### src/rtl/alu_complete_buffer_pkg.sv
// Shared CDB definitions: result width, register/ROB index widths and the
// packet that travels from an ALU completion buffer onto the common data bus.
`ifndef XLEN
`define XLEN 32
`endif

package alu_complete_buffer_pkg;

    localparam int XLEN  = `XLEN;
    localparam int PRF_W = 6;
    localparam int ROB_W = 5;

    typedef struct packed {
        logic [XLEN-1:0]  result;
        logic [PRF_W-1:0] dest_preg;
        logic [ROB_W-1:0] rob_idx;
    } CDB_PACKET;

endpackage

### src/rtl/alu_complete_buffer_if.sv
// ALU-side and CDB-side signals of one completion buffer. The master is the
// surrounding pipeline (ALU, issue stage, CDB arbiter, squash source); the
// slave is the buffer itself.
interface alu_complete_buffer_if #(
    parameter int PRF_W = alu_complete_buffer_pkg::PRF_W,
    parameter int ROB_W = alu_complete_buffer_pkg::ROB_W,
    parameter int CNT_W = 3
);

    logic                                     squash;
    logic                                     in_valid;
    logic [alu_complete_buffer_pkg::XLEN-1:0] in_result;
    logic [PRF_W-1:0]                         in_dest_preg;
    logic [ROB_W-1:0]                         in_rob_idx;
    logic                                     in_ready;
    logic                                     almost_full;
    logic                                     cdb_grant;
    logic                                     out_valid;
    logic [alu_complete_buffer_pkg::XLEN-1:0] out_result;
    logic [PRF_W-1:0]                         out_dest_preg;
    logic [ROB_W-1:0]                         out_rob_idx;
    logic [CNT_W-1:0]                         count;
    logic                                     overflow;

    modport master (
        output squash, in_valid, in_result, in_dest_preg, in_rob_idx, cdb_grant,
        input  in_ready, almost_full, out_valid, out_result, out_dest_preg,
               out_rob_idx, count, overflow
    );

    modport slave (
        input  squash, in_valid, in_result, in_dest_preg, in_rob_idx, cdb_grant,
        output in_ready, almost_full, out_valid, out_result, out_dest_preg,
               out_rob_idx, count, overflow
    );

endinterface

### src/rtl/alu_complete_buffer.sv
// In-order completion FIFO between one single-cycle ALU and the CDB arbiter.
// Holds results until granted, raises almost_full one entry early so the
// issue stage can stop a cycle ahead of the ALU, and flushes on squash.
module alu_complete_buffer
    import alu_complete_buffer_pkg::*;
#(
    parameter int DEPTH = 4,
    parameter int PRF_W = alu_complete_buffer_pkg::PRF_W,
    parameter int ROB_W = alu_complete_buffer_pkg::ROB_W,
    parameter int CNT_W = $clog2(DEPTH + 1)
) (
    input  logic                clock,
    input  logic                reset,
    alu_complete_buffer_if.slave bus
);

    localparam int PTR_W = $clog2(DEPTH);

    CDB_PACKET        mem_q [DEPTH];
    CDB_PACKET        mem_d [DEPTH];
    logic [PTR_W-1:0] head_q, head_d;
    logic [PTR_W-1:0] tail_q, tail_d;
    logic [CNT_W-1:0] count_q, count_d;
    logic             overflow_q, overflow_d;

    logic             in_ready;
    logic             out_valid;
    logic             push;
    logic             pop;
    CDB_PACKET        head_pkt;

    // Status flags derived only from registered occupancy (no path from cdb_grant).
    always_comb begin
        in_ready  = (count_q < CNT_W'(DEPTH));
        out_valid = (count_q != '0);
        head_pkt  = mem_q[head_q];
    end

    assign bus.in_ready      = in_ready;
    assign bus.almost_full   = (count_q >= CNT_W'(DEPTH - 1));
    assign bus.out_valid     = out_valid;
    assign bus.count         = count_q;
    assign bus.overflow      = overflow_q;
    assign bus.out_result    = head_pkt.result;
    assign bus.out_dest_preg = PRF_W'(head_pkt.dest_preg);
    assign bus.out_rob_idx   = ROB_W'(head_pkt.rob_idx);

    // Next-state: squash flushes the pointers, otherwise push/pop update the queue.
    always_comb begin
        // NOTE: every next-state variable gets a default first so no path leaves it unassigned (no latches).
        mem_d      = mem_q;
        head_d     = head_q;
        tail_d     = tail_q;
        count_d    = count_q;
        push       = bus.in_valid && in_ready;
        pop        = bus.cdb_grant && out_valid;
        // A result arriving while full is lost; remember it until reset.
        overflow_d = overflow_q || (bus.in_valid && !in_ready);

        if (bus.squash) begin
            head_d  = '0;
            tail_d  = '0;
            count_d = '0;
        end else begin
            if (push) begin
                mem_d[tail_q] = '{result:    bus.in_result,
                                  dest_preg: PRF_W'(bus.in_dest_preg),
                                  rob_idx:   ROB_W'(bus.in_rob_idx)};
                tail_d        = tail_q + PTR_W'(1);
            end
            if (pop) begin
                head_d = head_q + PTR_W'(1);
            end
            unique case ({push, pop})
                2'b10:   count_d = count_q + CNT_W'(1);
                2'b01:   count_d = count_q - CNT_W'(1);
                default: count_d = count_q;
            endcase
        end
    end

    // State register with synchronous reset; storage is cleared so head fields are never X.
    always_ff @(posedge clock) begin
        // NOTE: sequential state uses non-blocking assignments; the array is reset too because out_* are read from it while empty.
        if (reset) begin
            mem_q      <= '{default: '0};
            head_q     <= '0;
            tail_q     <= '0;
            count_q    <= '0;
            overflow_q <= 1'b0;
        end else begin
            mem_q      <= mem_d;
            head_q     <= head_d;
            tail_q     <= tail_d;
            count_q    <= count_d;
            overflow_q <= overflow_d;
        end
    end

endmodule
### src/flat_wrapper.sv
// flat-port wrapper written by rule: the top's interface ports become plain ports
module alu_complete_buffer_flat import alu_complete_buffer_pkg::*;
#(
    parameter int DEPTH = 4,
    parameter int PRF_W = alu_complete_buffer_pkg::PRF_W,
    parameter int ROB_W = alu_complete_buffer_pkg::ROB_W,
    parameter int CNT_W = $clog2(DEPTH + 1)
)
  (clock, reset, bus_squash, bus_in_valid, bus_in_result, bus_in_dest_preg, bus_in_rob_idx, bus_cdb_grant, bus_in_ready, bus_almost_full, bus_out_valid, bus_out_result, bus_out_dest_preg, bus_out_rob_idx, bus_count, bus_overflow);
  alu_complete_buffer_if #(.PRF_W(PRF_W), .ROB_W(ROB_W), .CNT_W(CNT_W)) bus_i ();
  input  logic clock;
  input  logic reset;
  input wire logic [$bits(bus_i.squash)-1:0] bus_squash;
  input wire logic [$bits(bus_i.in_valid)-1:0] bus_in_valid;
  input wire logic [$bits(bus_i.in_result)-1:0] bus_in_result;
  input wire logic [$bits(bus_i.in_dest_preg)-1:0] bus_in_dest_preg;
  input wire logic [$bits(bus_i.in_rob_idx)-1:0] bus_in_rob_idx;
  input wire logic [$bits(bus_i.cdb_grant)-1:0] bus_cdb_grant;
  output wire logic [$bits(bus_i.in_ready)-1:0] bus_in_ready;
  output wire logic [$bits(bus_i.almost_full)-1:0] bus_almost_full;
  output wire logic [$bits(bus_i.out_valid)-1:0] bus_out_valid;
  output wire logic [$bits(bus_i.out_result)-1:0] bus_out_result;
  output wire logic [$bits(bus_i.out_dest_preg)-1:0] bus_out_dest_preg;
  output wire logic [$bits(bus_i.out_rob_idx)-1:0] bus_out_rob_idx;
  output wire logic [$bits(bus_i.count)-1:0] bus_count;
  output wire logic [$bits(bus_i.overflow)-1:0] bus_overflow;
  assign bus_i.squash = bus_squash;
  assign bus_i.in_valid = bus_in_valid;
  assign bus_i.in_result = bus_in_result;
  assign bus_i.in_dest_preg = bus_in_dest_preg;
  assign bus_i.in_rob_idx = bus_in_rob_idx;
  assign bus_i.cdb_grant = bus_cdb_grant;
  assign bus_in_ready = bus_i.in_ready;
  assign bus_almost_full = bus_i.almost_full;
  assign bus_out_valid = bus_i.out_valid;
  assign bus_out_result = bus_i.out_result;
  assign bus_out_dest_preg = bus_i.out_dest_preg;
  assign bus_out_rob_idx = bus_i.out_rob_idx;
  assign bus_count = bus_i.count;
  assign bus_overflow = bus_i.overflow;
  alu_complete_buffer #(.DEPTH(DEPTH), .PRF_W(PRF_W), .ROB_W(ROB_W), .CNT_W(CNT_W)) u_core (.clock(clock), .reset(reset), .bus(bus_i));
endmodule
### config.mk
export PLATFORM = sky130hd
export DESIGN_NAME = alu_complete_buffer_flat
export DESIGN_NICKNAME = d
export VERILOG_FILES = /design/src/rtl/alu_complete_buffer_pkg.sv /design/src/rtl/alu_complete_buffer_if.sv /design/src/rtl/alu_complete_buffer.sv /design/src/flat_wrapper.sv
export SDC_FILE = /design/constraint.sdc
export NUM_CORES = 1
export LEC_CHECK = 0
export CORE_MARGIN = 2
export CORE_UTILIZATION = 45
export CTS_CLUSTER_DIAMETER = 30
export CTS_CLUSTER_SIZE = 8
export DETAILED_ROUTE_END_ITERATION = 12
export HOLD_SLACK_MARGIN = 0.05
export PLACE_DENSITY = 0.72
export SLEW_MARGIN = 20
export SYNTH_ARGS = -nofsm -noshare
export SYNTH_HDL_FRONTEND = slang
export SYNTH_SLANG_ARGS = --single-unit
### constraint.sdc
create_clock -name clock -period 2.4 [get_ports clock]
set_input_delay 0.48 -clock clock [delete_from_list [all_inputs] [get_ports clock]]
set_output_delay 0.48 -clock clock [all_outputs]
set_load 0.02 [all_outputs]
==> results.md <==
Timing:
- The count of final max-slew check failures is 0.
- The final number of hold-violating endpoints is 0.
- The highest attainable clock frequency is 0.424 GHz.
- The final setup violation count is 0.
- Once routing completed, OpenROAD measured the worst setup slack at approximately 0.043 ns.
- For the pin with the worst max-slew slack, the measured transition is 0.422 ns.
- The worst hold slack is 0.452 ns.
- The post-route minimum period is 2.36 ns.
- Setup repair after global routing could not meet its margin everywhere.
- Of the available clock period, the critical path in the final layout requires 0.982.
- The clock skew after layout is 0.00777 ns.
- The worst relative slew slack is 0.715.

Finish:
- The leading cell type in the layout, fill and taps excluded is nand2_1.
- In the final design database the tool counted around 1000 nets.
- In the final layout, the share of cells above drive strength 1 is 0.134.
- The area growth from synthesis to layout is 25.0%.
- 0 antenna diodes ended up in the layout.
- The final standard cell count with taps included and fillers excluded is 1162.
- The top cell types in the final layout, fill and taps aside, are nand2_1, dfxtp_1, a21oi_1, clkdlybuf4s50_1, mux4_2.

Synthesis:
- The synthesized netlist occupies a cell area of between 7000 and 8000 µm².
- The count of synthesis-stage warnings from yosys is 0.
- Counting flops and latches in the post-synthesis netlist gives 180.
- Synthesis produced a netlist with a net count of 910.
- The netlist uses 26 different library cells.
- The part of the Yosys area used for sequential elements is 0.485.
- The post-synthesis area per instance is 8.68 µm².
- The cell count after synthesis is 856.

Detailed routing:
- After detailed routing, the number of remaining DRC violations is 0.
- The number of design-rule violations left by the first detailed-router iteration is 460.
- In the routed layout, each cell is associated on average with a via count of approximately 5.2.
- The first detailed-routing pass took 5 iterations.
- The mean routed wirelength per cell is 15.9 µm.
- The remaining antenna violation count after routing is 0.
- Wires add up to ~19000 µm.
- The number of vias after detailed routing is 6075.

Critical path:
- The classification of the worst setup path is flop to primary output.
- Of all nets on the critical path, the largest fanout is 10.
- The destination of the worst register-to-register timing path is u_core.bus.count[2].
- STA classifies the critical path endpoint as a primary output.
- The maximum single-stage delay on the critical path is approximately 0.52 ns.
- The minimum setup slack among reg-to-reg paths is 0.51 ns.
- The worst register-to-register path begins at u_core.bus.count[2].
- Walking the worst path, the cells encountered are buf_12 -> mux4_2 -> dlygate4sd2_1.
- The worst register-to-register path has a depth of 7.
- The standard cell with the maximum stage delay on the critical path is mux4_2.
- The number of buffers and inverters on the critical path is 2.
- The kind of cell adding the most delay to the critical path is multiplexers.
- The required time of the critical path is 1.92 ns.
- Data arrives at the worst endpoint at about 1.9 ns.
- The worst setup path is launched from a flop.

Power and ir drop:
- The largest voltage drop on the vdd net is approximately 0.00051 V.
- The total power consumption of the routed design is 6.32 mW.
- Of the total power, registers draw 0.485.
- For this design the total switching power over the nets is 1.45 mW.
- The internal power component is 4.88 mW.
- Dividing total power by cell area gives a power density of 681 nW/µm².
- The clock group share of total power is 0.431.
- Of the total power, combinational logic draws 0.083.
- In this run the static leakage power is about 3.1 nW.
- The net switching fraction of the power is 0.229.

Clock tree:
- TritonCTS built the clock tree.
- The number of buffers created by CTS is 17.
- The maximum clock insertion buffer count is 2.
- The tree is rooted in a clkbuf_16.
- At the later pin of the worst-skew pair, clock insertion delay measures 0.43 ns.
- The H-tree depth is 4.
- The clock-pin slew reported for the worst setup and hold paths after clock tree synthesis is roughly 0.070 ns.
- The number of buffers added to fix hold violations after cts is 0.
- CTS saw 180 sinks.

Min path:
- The hold path endpoint is u_core.mem_q[125].
- The number of cells on the worst hold path is 2.
- In this run the most critical hold path is launched from u_core.mem_q[125].
- The worst hold path class is flop to flop.

Floorplan:
- The area of the placeable core is roughly 16000 µm².
- The floorplan has 46 rows.
- The die height is 132 µm.
- The die extent in x is 132 µm.
- The top-level I/O count is 98.
- The starting density of the core is 0.464.
- The floorplan step defined a die boundary enclosing 17600 µm².

Global routing:
- The initial antenna violation count was 0.
- The first-pass GRT wire length is between 30000 and 40000 µm.
- The total global routing overflow is 0.
- In the global route stage, overall resource usage came out at 0.217.
- The largest net degree at the start of global routing is 78.
- The number of global-route vias before repair is 5900.

Flow run:
- The number of maximum-capacitance violations is 0.

Placement:
- Detailed placement finished with a half-perimeter wire length of between 10000 and 15000 µm.
- OpenSTA, run right after detailed placement, puts the worst setup slack at 0.0122 ns.
- The global placement routability congestion is 0.769.
- The total instance count after detailed placement is 1127.
- In this run the tool buffered the top-level ports with 97 buffer cells.

Status:
- The run finished with clean final reports.
cells by family after synthesis:
family                   synth area share
AO/OA/AOI/OAI                       0.122
AND/OR/NAND/NOR                     0.194
buffers and inverters              0.0512
flip-flops                          0.485
adder cells (fa/ha/maj)            0.0111
XOR/XNOR                          0.00590
multiplexers                        0.132
worst min-delay path: cells and delay by family, from the launching register on:
kind	cells	cell delay [ns]
flops	1	0.31
simple gates	1	0.05
compound gates	1	0.05
area by class of cell:
class / count / area, µm²
clock inverters: 10 / 106
multi-input cells: 598 / 3490
clock buffers: 21 / 470
repair buffers: 130 / 1310
flip-flops and latches: 180 / 3610
well taps: 216 / 270
inverters: 7 / 26.3
fillers: 1447 / 6710
synthesized netlist by cell type:
library cell / number / area [µm²]
o311ai_0: 1 / 8.76
buf_2: 15 / 75.1
buf_4: 18 / 135
nand3_1: 1 / 5.00
dfxtp_1: 180 / 3600
buf_1: 3 / 11.3
fa_1: 1 / 20.0
clkbuf_2: 1 / 5.00
nand4bb_1: 4 / 45.0
nor2_1: 8 / 30.0
inv_1: 7 / 26.3
or3_1: 1 / 6.26
ha_1: 5 / 62.6
mux2i_1: 1 / 10.0
a21oi_1: 175 / 876
nand2_1: 344 / 1290
o21ai_0: 2 / 10.0
nor2b_1: 1 / 6.26
nor4bb_1: 1 / 10.0
o31a_1: 1 / 8.76
and4bb_1: 3 / 37.5
xor2_1: 3 / 26.3
clkbuf_1: 34 / 128
or2_2: 1 / 6.26
xnor2_1: 2 / 17.5
mux4_2: 43 / 968
what timing repair did:
| action | CTS | global route |
|---|---|---|
| resized for setup | 48 | 36 |
| setup buffers | 0 | 4 |
| gates cloned | 0 | 0 |
| endpoints found under the setup margin | 43 | 37 |
registers in the layout, summed over array words and instances, names as in the netlist:
| register | cells |
|---|---|
| u_core.head_q | 2 |
| u_core.bus.overflow | 1 |
| u_core.mem_q | 172 |
| u_core.tail_q | 2 |
| u_core.bus.count | 3 |
power groups by stage:
stage | combinational [mW] | clock (mW) | sequential (mW)
3_3_place_gp | 0.545 | 0 | 3.13
5_1_grt | 0.568 | 2.92 | 3.07
4_1_cts | 0.525 | 2.78 | 3.07
6_report | 0.527 | 2.73 | 3.07
2_1_floorplan | 0.276 | 0 | 3.13
3_5_place_dp | 0.547 | 0 | 3.13
how the worst max path moves through the flow:
| stage | from | depth (start not counted) | end | slack [ns] |
|---|---|---|---|---|
| CTS | u_core.head_q[0] | 3 | bus_out_dest_preg[3] | -0.006 |
| global placement | bus_cdb_grant | 8 | u_core.bus.count[2] | 0.05 |
| floorplan | u_core.bus.count[2] | 8 | u_core.bus.count[2] | 0.30 |
| global route | u_core.head_q[0] | 3 | bus_out_result[11] | -0.01 |
| finish | u_core.head_q[0] | 3 | bus_out_result[23] | 0.04 |
| detailed placement | bus_cdb_grant | 8 | u_core.bus.count[2] | 0.01 |
through the flow:
stage | utilization | setup TNS (ns) | cell area [µm²]
6_report | 0.580 | 0 | 9290
5_1_grt | 0.580 | -0.0463 | 9290
4_1_cts | 0.579 | -0.0120 | 9270
3_5_place_dp | 0.546 | 0 | 8730
3_3_place_gp | 0.546 | 0 | 8730
2_1_floorplan | - | 0 | 7430
metal layers:
layer,global-route usage,routed length [µm],up-vias
met5,0,0,-
met4,0.0597,240,0
met3,0.0506,953,19
met2,0.383,9460,168
met1,0.266,7850,2872
li1,-,-,3016
Power figures use the tool's default switching activity.
